## config.mk

```make
export PLATFORM = sky130hd
export DESIGN_NAME = regfile_port_arbiter_flat
export DESIGN_NICKNAME = d
export VERILOG_FILES = /design/src/rtl/regfile_port_arbiter_if.sv /design/src/rtl/regfile_port_arbiter.sv /design/src/flat_wrapper.sv
export SDC_FILE = /design/constraint.sdc
export NUM_CORES = 1
export LEC_CHECK = 0
export BUFFER_PORTS_ARGS = -buffer_cell sky130_fd_sc_hd__buf_2
export CAP_MARGIN = 10
export CORE_UTILIZATION = 30
export CTS_CLUSTER_SIZE = 12
export DETAILED_ROUTE_END_ITERATION = 7
export PLACE_DENSITY = 0.55
export SLEW_MARGIN = 20
export SYNTH_ARGS = -nofsm -noshare
export SYNTH_HDL_FRONTEND = slang
export SYNTH_SLANG_ARGS = --single-unit
```

## constraint.sdc

```tcl
create_clock -name iCLK -period 8.4 [get_ports iCLK]
set_clock_uncertainty 0.15 [all_clocks]
set_input_delay 2.52 -clock iCLK [delete_from_list [all_inputs] [get_ports iCLK]]
set_output_delay 2.52 -clock iCLK [all_outputs]
set_load 0.005 [all_outputs]
```

## src/rtl/regfile_port_arbiter_if.sv

```systemverilog
`default_nettype none
// ============================================================================
// Module      : regfile_port_arbiter_if
// Description : Bundle of requester-side and register-file-side signals
//               around the shared register-file port arbiter.
// Revision    : 1.0 - initial release
// ============================================================================
interface regfile_port_arbiter_if #(
    parameter int NREQ = 4
);
    // Requester side
    logic [NREQ-1:0]      iREQ;
    logic [NREQ-1:0]      iWE;
    logic [5*NREQ-1:0]    iRD;
    logic [5*NREQ-1:0]    iRS1;
    logic [5*NREQ-1:0]    iRS2;
    logic [32*NREQ-1:0]   iWDATA;
    logic [NREQ-1:0]      oGNT;
    logic [NREQ-1:0]      oVALID;
    logic [31:0]          oRDATA1;
    logic [31:0]          oRDATA2;
    logic                 oBUSY;

    // Register-file side
    logic [4:0]           o_X_RD;
    logic [4:0]           o_X_RS1;
    logic [4:0]           o_X_RS2;
    logic [31:0]          o_X_REG_IN;
    logic                 o_X_WE;
    logic [31:0]          i_X_REG_OUT1;
    logic [31:0]          i_X_REG_OUT2;

    // Everything outside the arbiter: requesters plus the register file
    modport master (
        output iREQ, iWE, iRD, iRS1, iRS2, iWDATA,
        input  oGNT, oVALID, oRDATA1, oRDATA2, oBUSY,
        input  o_X_RD, o_X_RS1, o_X_RS2, o_X_REG_IN, o_X_WE,
        output i_X_REG_OUT1, i_X_REG_OUT2
    );

    // The arbiter itself
    modport slave (
        input  iREQ, iWE, iRD, iRS1, iRS2, iWDATA,
        output oGNT, oVALID, oRDATA1, oRDATA2, oBUSY,
        output o_X_RD, o_X_RS1, o_X_RS2, o_X_REG_IN, o_X_WE,
        input  i_X_REG_OUT1, i_X_REG_OUT2
    );
endinterface
`default_nettype wire

```

## src/rtl/regfile_port_arbiter.sv

```systemverilog
`default_nettype none
// ============================================================================
// Module      : regfile_port_arbiter
// Description : Round-robin arbiter sharing one register-file access port
//               (two reads + one write) among NREQ requesters.
//               IDLE -> GRANT (1 cycle, port driven) -> RESP (1 cycle,
//               oVALID pulse, arbitrate next winner).
// Revision    : 1.0 - initial release
// ============================================================================
module regfile_port_arbiter #(
    parameter int NREQ = 4
) (
    input  wire logic              iCLK,
    input  wire logic              iRST,
    regfile_port_arbiter_if.slave  bus
);

    localparam int IDXW = (NREQ > 1) ? $clog2(NREQ) : 1;

    localparam logic [1:0] c_st_idle  = 2'd0;
    localparam logic [1:0] c_st_grant = 2'd1;
    localparam logic [1:0] c_st_resp  = 2'd2;

    localparam logic [NREQ-1:0] c_one      = NREQ'(1);
    localparam logic [IDXW-1:0] c_last_rst = IDXW'(NREQ - 1);

    logic [1:0]       r_state;
    logic [1:0]       w_state_nxt;
    logic [IDXW-1:0]  r_win;
    logic [IDXW-1:0]  r_last;
    logic [IDXW-1:0]  w_pick;
    logic             w_found;
    logic             w_load;
    logic [NREQ-1:0]  w_win_oh;
    logic [NREQ-1:0]  w_req_masked;

    logic             r_we;
    logic [4:0]       r_rd;
    logic [4:0]       r_rs1;
    logic [4:0]       r_rs2;
    logic [31:0]      r_wdata;
    logic [31:0]      r_rdata1;
    logic [31:0]      r_rdata2;

    assign w_win_oh = c_one << r_win;

    // Round-robin search starting just after the last served requester;
    // the requester being answered in RESP is excluded so it cannot win twice
    always_comb begin
        w_req_masked = bus.iREQ;
        if (r_state == c_st_resp) begin
            w_req_masked = bus.iREQ & ~w_win_oh;
        end
        w_found = 1'b0;
        w_pick  = '0;
        for (int i = 0; i < NREQ; i++) begin
            if (!w_found && w_req_masked[(int'(r_last) + 1 + i) % NREQ]) begin
                w_found = 1'b1;
                w_pick  = IDXW'((int'(r_last) + 1 + i) % NREQ);
            end
        end
    end

    // State register; reset aborts any access in flight
    always_ff @(posedge iCLK or posedge iRST) begin
        if (iRST) begin
            r_state <= c_st_idle;
        end else begin
            r_state <= w_state_nxt;
        end
    end

    // Next-state and all port outputs, decoded from the current state
    always_comb begin
        w_state_nxt    = r_state;
        w_load         = 1'b0;
        bus.oGNT       = '0;
        bus.oVALID     = '0;
        bus.o_X_RD     = '0;
        bus.o_X_RS1    = '0;
        bus.o_X_RS2    = '0;
        bus.o_X_REG_IN = '0;
        bus.o_X_WE     = 1'b0;
        case (r_state)
            c_st_idle: begin
                if (w_found) begin
                    w_state_nxt = c_st_grant;
                    w_load      = 1'b1;
                end
            end
            c_st_grant: begin
                bus.oGNT       = w_win_oh;
                bus.o_X_RD     = r_rd;
                bus.o_X_RS1    = r_rs1;
                bus.o_X_RS2    = r_rs2;
                bus.o_X_REG_IN = r_wdata;
                // x0 is hard-wired zero, so a write to it is dropped here
                bus.o_X_WE     = r_we & (|r_rd);
                w_state_nxt    = c_st_resp;
            end
            c_st_resp: begin
                bus.oVALID = w_win_oh;
                if (w_found) begin
                    w_state_nxt = c_st_grant;
                    w_load      = 1'b1;
                end else begin
                    w_state_nxt = c_st_idle;
                end
            end
            default: begin
                w_state_nxt = c_st_idle;
            end
        endcase
    end

    assign bus.oBUSY   = (r_state != c_st_idle);
    assign bus.oRDATA1 = r_rdata1;
    assign bus.oRDATA2 = r_rdata2;

    // Latch the winner's fields on acceptance so later request changes
    // cannot disturb the access; capture read data as GRANT ends
    always_ff @(posedge iCLK or posedge iRST) begin
        if (iRST) begin
            r_win    <= '0;
            r_last   <= c_last_rst;
            r_we     <= 1'b0;
            r_rd     <= '0;
            r_rs1    <= '0;
            r_rs2    <= '0;
            r_wdata  <= '0;
            r_rdata1 <= '0;
            r_rdata2 <= '0;
        end else begin
            if (w_load) begin
                r_win   <= w_pick;
                r_we    <= bus.iWE[w_pick];
                r_rd    <= bus.iRD[int'(w_pick) * 5 +: 5];
                r_rs1   <= bus.iRS1[int'(w_pick) * 5 +: 5];
                r_rs2   <= bus.iRS2[int'(w_pick) * 5 +: 5];
                r_wdata <= bus.iWDATA[int'(w_pick) * 32 +: 32];
            end
            if (r_state == c_st_grant) begin
                r_rdata1 <= bus.i_X_REG_OUT1;
                r_rdata2 <= bus.i_X_REG_OUT2;
                r_last   <= r_win;
            end
        end
    end

endmodule
`default_nettype wire

```

## src/flat_wrapper.sv

```systemverilog
// flat-port wrapper written by rule: the top's interface ports become plain ports
module regfile_port_arbiter_flat 
#(
    parameter int NREQ = 4
)
  (iCLK, iRST, bus_iREQ, bus_iWE, bus_iRD, bus_iRS1, bus_iRS2, bus_iWDATA, bus_oGNT, bus_oVALID, bus_oRDATA1, bus_oRDATA2, bus_oBUSY, bus_o_X_RD, bus_o_X_RS1, bus_o_X_RS2, bus_o_X_REG_IN, bus_o_X_WE, bus_i_X_REG_OUT1, bus_i_X_REG_OUT2);
  regfile_port_arbiter_if #(.NREQ(NREQ)) bus_i ();
  input  wire logic iCLK;
  input  wire logic iRST;
  input wire logic [$bits(bus_i.iREQ)-1:0] bus_iREQ;
  input wire logic [$bits(bus_i.iWE)-1:0] bus_iWE;
  input wire logic [$bits(bus_i.iRD)-1:0] bus_iRD;
  input wire logic [$bits(bus_i.iRS1)-1:0] bus_iRS1;
  input wire logic [$bits(bus_i.iRS2)-1:0] bus_iRS2;
  input wire logic [$bits(bus_i.iWDATA)-1:0] bus_iWDATA;
  output wire logic [$bits(bus_i.oGNT)-1:0] bus_oGNT;
  output wire logic [$bits(bus_i.oVALID)-1:0] bus_oVALID;
  output wire logic [$bits(bus_i.oRDATA1)-1:0] bus_oRDATA1;
  output wire logic [$bits(bus_i.oRDATA2)-1:0] bus_oRDATA2;
  output wire logic [$bits(bus_i.oBUSY)-1:0] bus_oBUSY;
  output wire logic [$bits(bus_i.o_X_RD)-1:0] bus_o_X_RD;
  output wire logic [$bits(bus_i.o_X_RS1)-1:0] bus_o_X_RS1;
  output wire logic [$bits(bus_i.o_X_RS2)-1:0] bus_o_X_RS2;
  output wire logic [$bits(bus_i.o_X_REG_IN)-1:0] bus_o_X_REG_IN;
  output wire logic [$bits(bus_i.o_X_WE)-1:0] bus_o_X_WE;
  input wire logic [$bits(bus_i.i_X_REG_OUT1)-1:0] bus_i_X_REG_OUT1;
  input wire logic [$bits(bus_i.i_X_REG_OUT2)-1:0] bus_i_X_REG_OUT2;
  assign bus_i.iREQ = bus_iREQ;
  assign bus_i.iWE = bus_iWE;
  assign bus_i.iRD = bus_iRD;
  assign bus_i.iRS1 = bus_iRS1;
  assign bus_i.iRS2 = bus_iRS2;
  assign bus_i.iWDATA = bus_iWDATA;
  assign bus_oGNT = bus_i.oGNT;
  assign bus_oVALID = bus_i.oVALID;
  assign bus_oRDATA1 = bus_i.oRDATA1;
  assign bus_oRDATA2 = bus_i.oRDATA2;
  assign bus_oBUSY = bus_i.oBUSY;
  assign bus_o_X_RD = bus_i.o_X_RD;
  assign bus_o_X_RS1 = bus_i.o_X_RS1;
  assign bus_o_X_RS2 = bus_i.o_X_RS2;
  assign bus_o_X_REG_IN = bus_i.o_X_REG_IN;
  assign bus_o_X_WE = bus_i.o_X_WE;
  assign bus_i.i_X_REG_OUT1 = bus_i_X_REG_OUT1;
  assign bus_i.i_X_REG_OUT2 = bus_i_X_REG_OUT2;
  regfile_port_arbiter #(.NREQ(NREQ)) u_core (.iCLK(iCLK), .iRST(iRST), .bus(bus_i));
endmodule
```

==> out/results.ini <==
[flow_run]
drv_cap=0

[timing]
post-route-period-util_pct=61.9
slew_headroom_pct=35.8
hold_viol_final=0
setup_viol=0
maxSlewViolCount=0
fin_crit_ns=5.20
fin_ws_ns=3.20
worst_slew_pin_slew_ns=0.963
fin_tns_setup_ns=0
rsz0062_at_grt=no
fmax_ghz=0.192

[floorplanning]
row_count=54
chipHeight_um=151
die-area_um2=22800
start_util_pct=30.6
core_um2=21800
io_pins=383
die_w_um=151

[synth]
synthMostInstantiatedCell=dfrtp_1
async_reset_ff_share_pct=100
netlist_instances=573
yosys_most_used_dff=dfrtp_1
ys_seq_area_share_pct=44.4
synth_edf_count=0
yosys.area.top_type=dfrtp_1
synth_area_um2=6650
yosys_warnings=0
ys_seq_elements=118
syn_nets=835
synth_top_cell_area_share_pct=43.6
synthTopCellsByCount=dfrtp_1 (116), mux2_2 (68), nor2_1 (52), a211oi_1 (49)
synthTopCellsByArea=dfrtp_1 (44%), mux2_2 (12%), a211oi_2 (9.0%)
synth_area_per_cell_um2=11.6
synth_cell_types=42

[final_layout]
syn2layout_area_growth_pct=39.9
post-route-util_pct=42.8
nets=1193
drive_gt1_share_pct=58.5

[placement]
place.gp.congestion=0.800
dp_slack_ns=2.73
port_buffers=382
place_hpwl_um=15300

[setup_path]
path_buf_inv=2
end_kind=flip-flop
rr_endpoint=u_core.r_wdata[7]
cp-start-kind=input port
r2r_cells=7
crit-reg2reg-launch=u_core.r_win[0]
slowest_delay_ns=0.72
critPathKind=input port to flip-flop
slowest_stage=a21oi_4
arrival_ns=5.32
critPathMaxFanout=26
cp_cell_sequence=buf_2 > mux2_2 > o22ai_1 > a21oi_4 > nand3_2 > buf_4 > a211oi_1 > a211oi_2
crit_required_ns=8.52
reg2reg_setup_slack_ns=4.78
path_delay_family=compound AO/OA/AOI/OAI gates

[grt]
grtUsageTotal_pct=18.6
grt_pass1_wl_um=32200
grt_antenna_before_repair=2
grt_start_max_net_pins=86
first_global_vias=5876
grt_remaining_overflow=0

[routing]
vias=5861
firstDrtPassIters=6
drc=0
routed_wl_um=21600
via_per_inst=4.78
drt-initial-drc-count=190
avgRoutedWirePerCell_um=17.6
ant_nets=0

[power_and_ir_drop]
power_leakage_nw=4.40
p_per_area_nw_per_um2=386
vdd_drop_max_v=0.000154

[clocking]
clock_latency_ns=0.41
cts_sinks=118
tritoncts=done
cts_htree_levels=4
path_clk_slew_ns=0.06
cts-resized-gates=0
ctsHoldBuffers=0
clockRootBuffer=clkbuf_16
clockBufferDepth=2
cts_buffers=17
postCtsSetupRepairBufs=0

[hold_path]
hp-class=flip-flop to flip-flop
hold_path_end=u_core.bus.oRDATA2[12]
hold_depth=1
hold_start=u_core.bus.oRDATA2[12]

[run_status]
status=finished clean

==> sequential cells by signal (all words and copies together) (netlist names) <==
name and flops:
u_core.r_state 2, u_core.r_rd 5, u_core.bus.oRDATA1 32, u_core.r_wdata 32, u_core.r_rs1 5, u_core.r_rs2 5
u_core.bus.oRDATA2 32, u_core.r_last 2, u_core.r_we 1, u_core.r_win 2
==> layer usage <==
layer  vias to the layer above  wire length [um]  track usage [%]
li1                       2833                 -                -
met5                         -                 0                0
met3                        19              1720             5.78
met2                       251             10600             31.9
met1                      2758              8920             22.2
met4                         0               347             5.65
==> placed cells by master (no fill, tap or decap), drive strengths merged, types with 2 or more instances in the layout <==
master,count
o21ai,3
a21oi,2
clkbuf,17
o311a,2
dfrtp,116
bufinv,2
mux2i,48
o22ai,3
inv,16
and2,48
nand2,5
a211oi,97
dfstp,2
mux2,68
nor2,53
buf,391
o21a,48
clkinv,3
==> final cells by class <==
type	count	area, um^2
diodes	1	2.50
clock buffers	17	425
clock inverters	15	185
fillers	2112	12400
inverters	7	28.8
multi-input cells	396	3370
flip-flops and latches	118	2960
well taps	280	350
repair buffers	391	1990
==> report_power, final <==
group          leakage [nW]  internal (mW)  total [mW]  switching [mW]
Sequential             1.35          0.871        1.03           0.160
Clock                 0.297          0.451       0.762           0.310
Combinational          2.76          0.861        1.80           0.938
Total                  4.40           2.18        3.59            1.41
==> cells by family after synthesis <==
kind of cell | after synthesis | share of synthesized area, %
AOI/OAI and AO/OA | 160 | 21.8
and+or+nand+nor | 120 | 9.85
DFF | 118 | 44.4
muxes | 116 | 18.7
buffers and inverters | 59 | 5.17
==> how the worst max path moves through the flow <==
stage	slack, ns	to	cells after the start	start
floorplan	2.60	u_core.bus.oRDATA1[0]	1	iRST
detailed placement	2.73	u_core.r_wdata[7]	8	bus_iREQ[3]
finish	3.20	u_core.r_wdata[7]	8	bus_iREQ[3]
CTS	3.15	u_core.r_wdata[7]	8	bus_iREQ[3]
global route	3.06	u_core.r_wdata[7]	8	bus_iREQ[3]
global placement	2.89	u_core.r_wdata[7]	8	bus_iREQ[3]
==> through the flow <==
step / total power [mW] / instances / hold WS, ns / instance area (um^2)
3_5_place_dp: 2.87 / 1192 / 0.341 / 8700
5_1_grt: 3.85 / 1224 / 0.364 / 9310
4_1_cts: 3.65 / 1224 / 0.354 / 9310
2_1_floorplan: 2.28 / 573 / 0.337 / 6650
6_report: 3.59 / 1225 / 0.350 / 9310
3_3_place_gp: 2.85 / 1192 / 0.334 / 8700
Note: power is estimated with default switching activity, not from simulation.
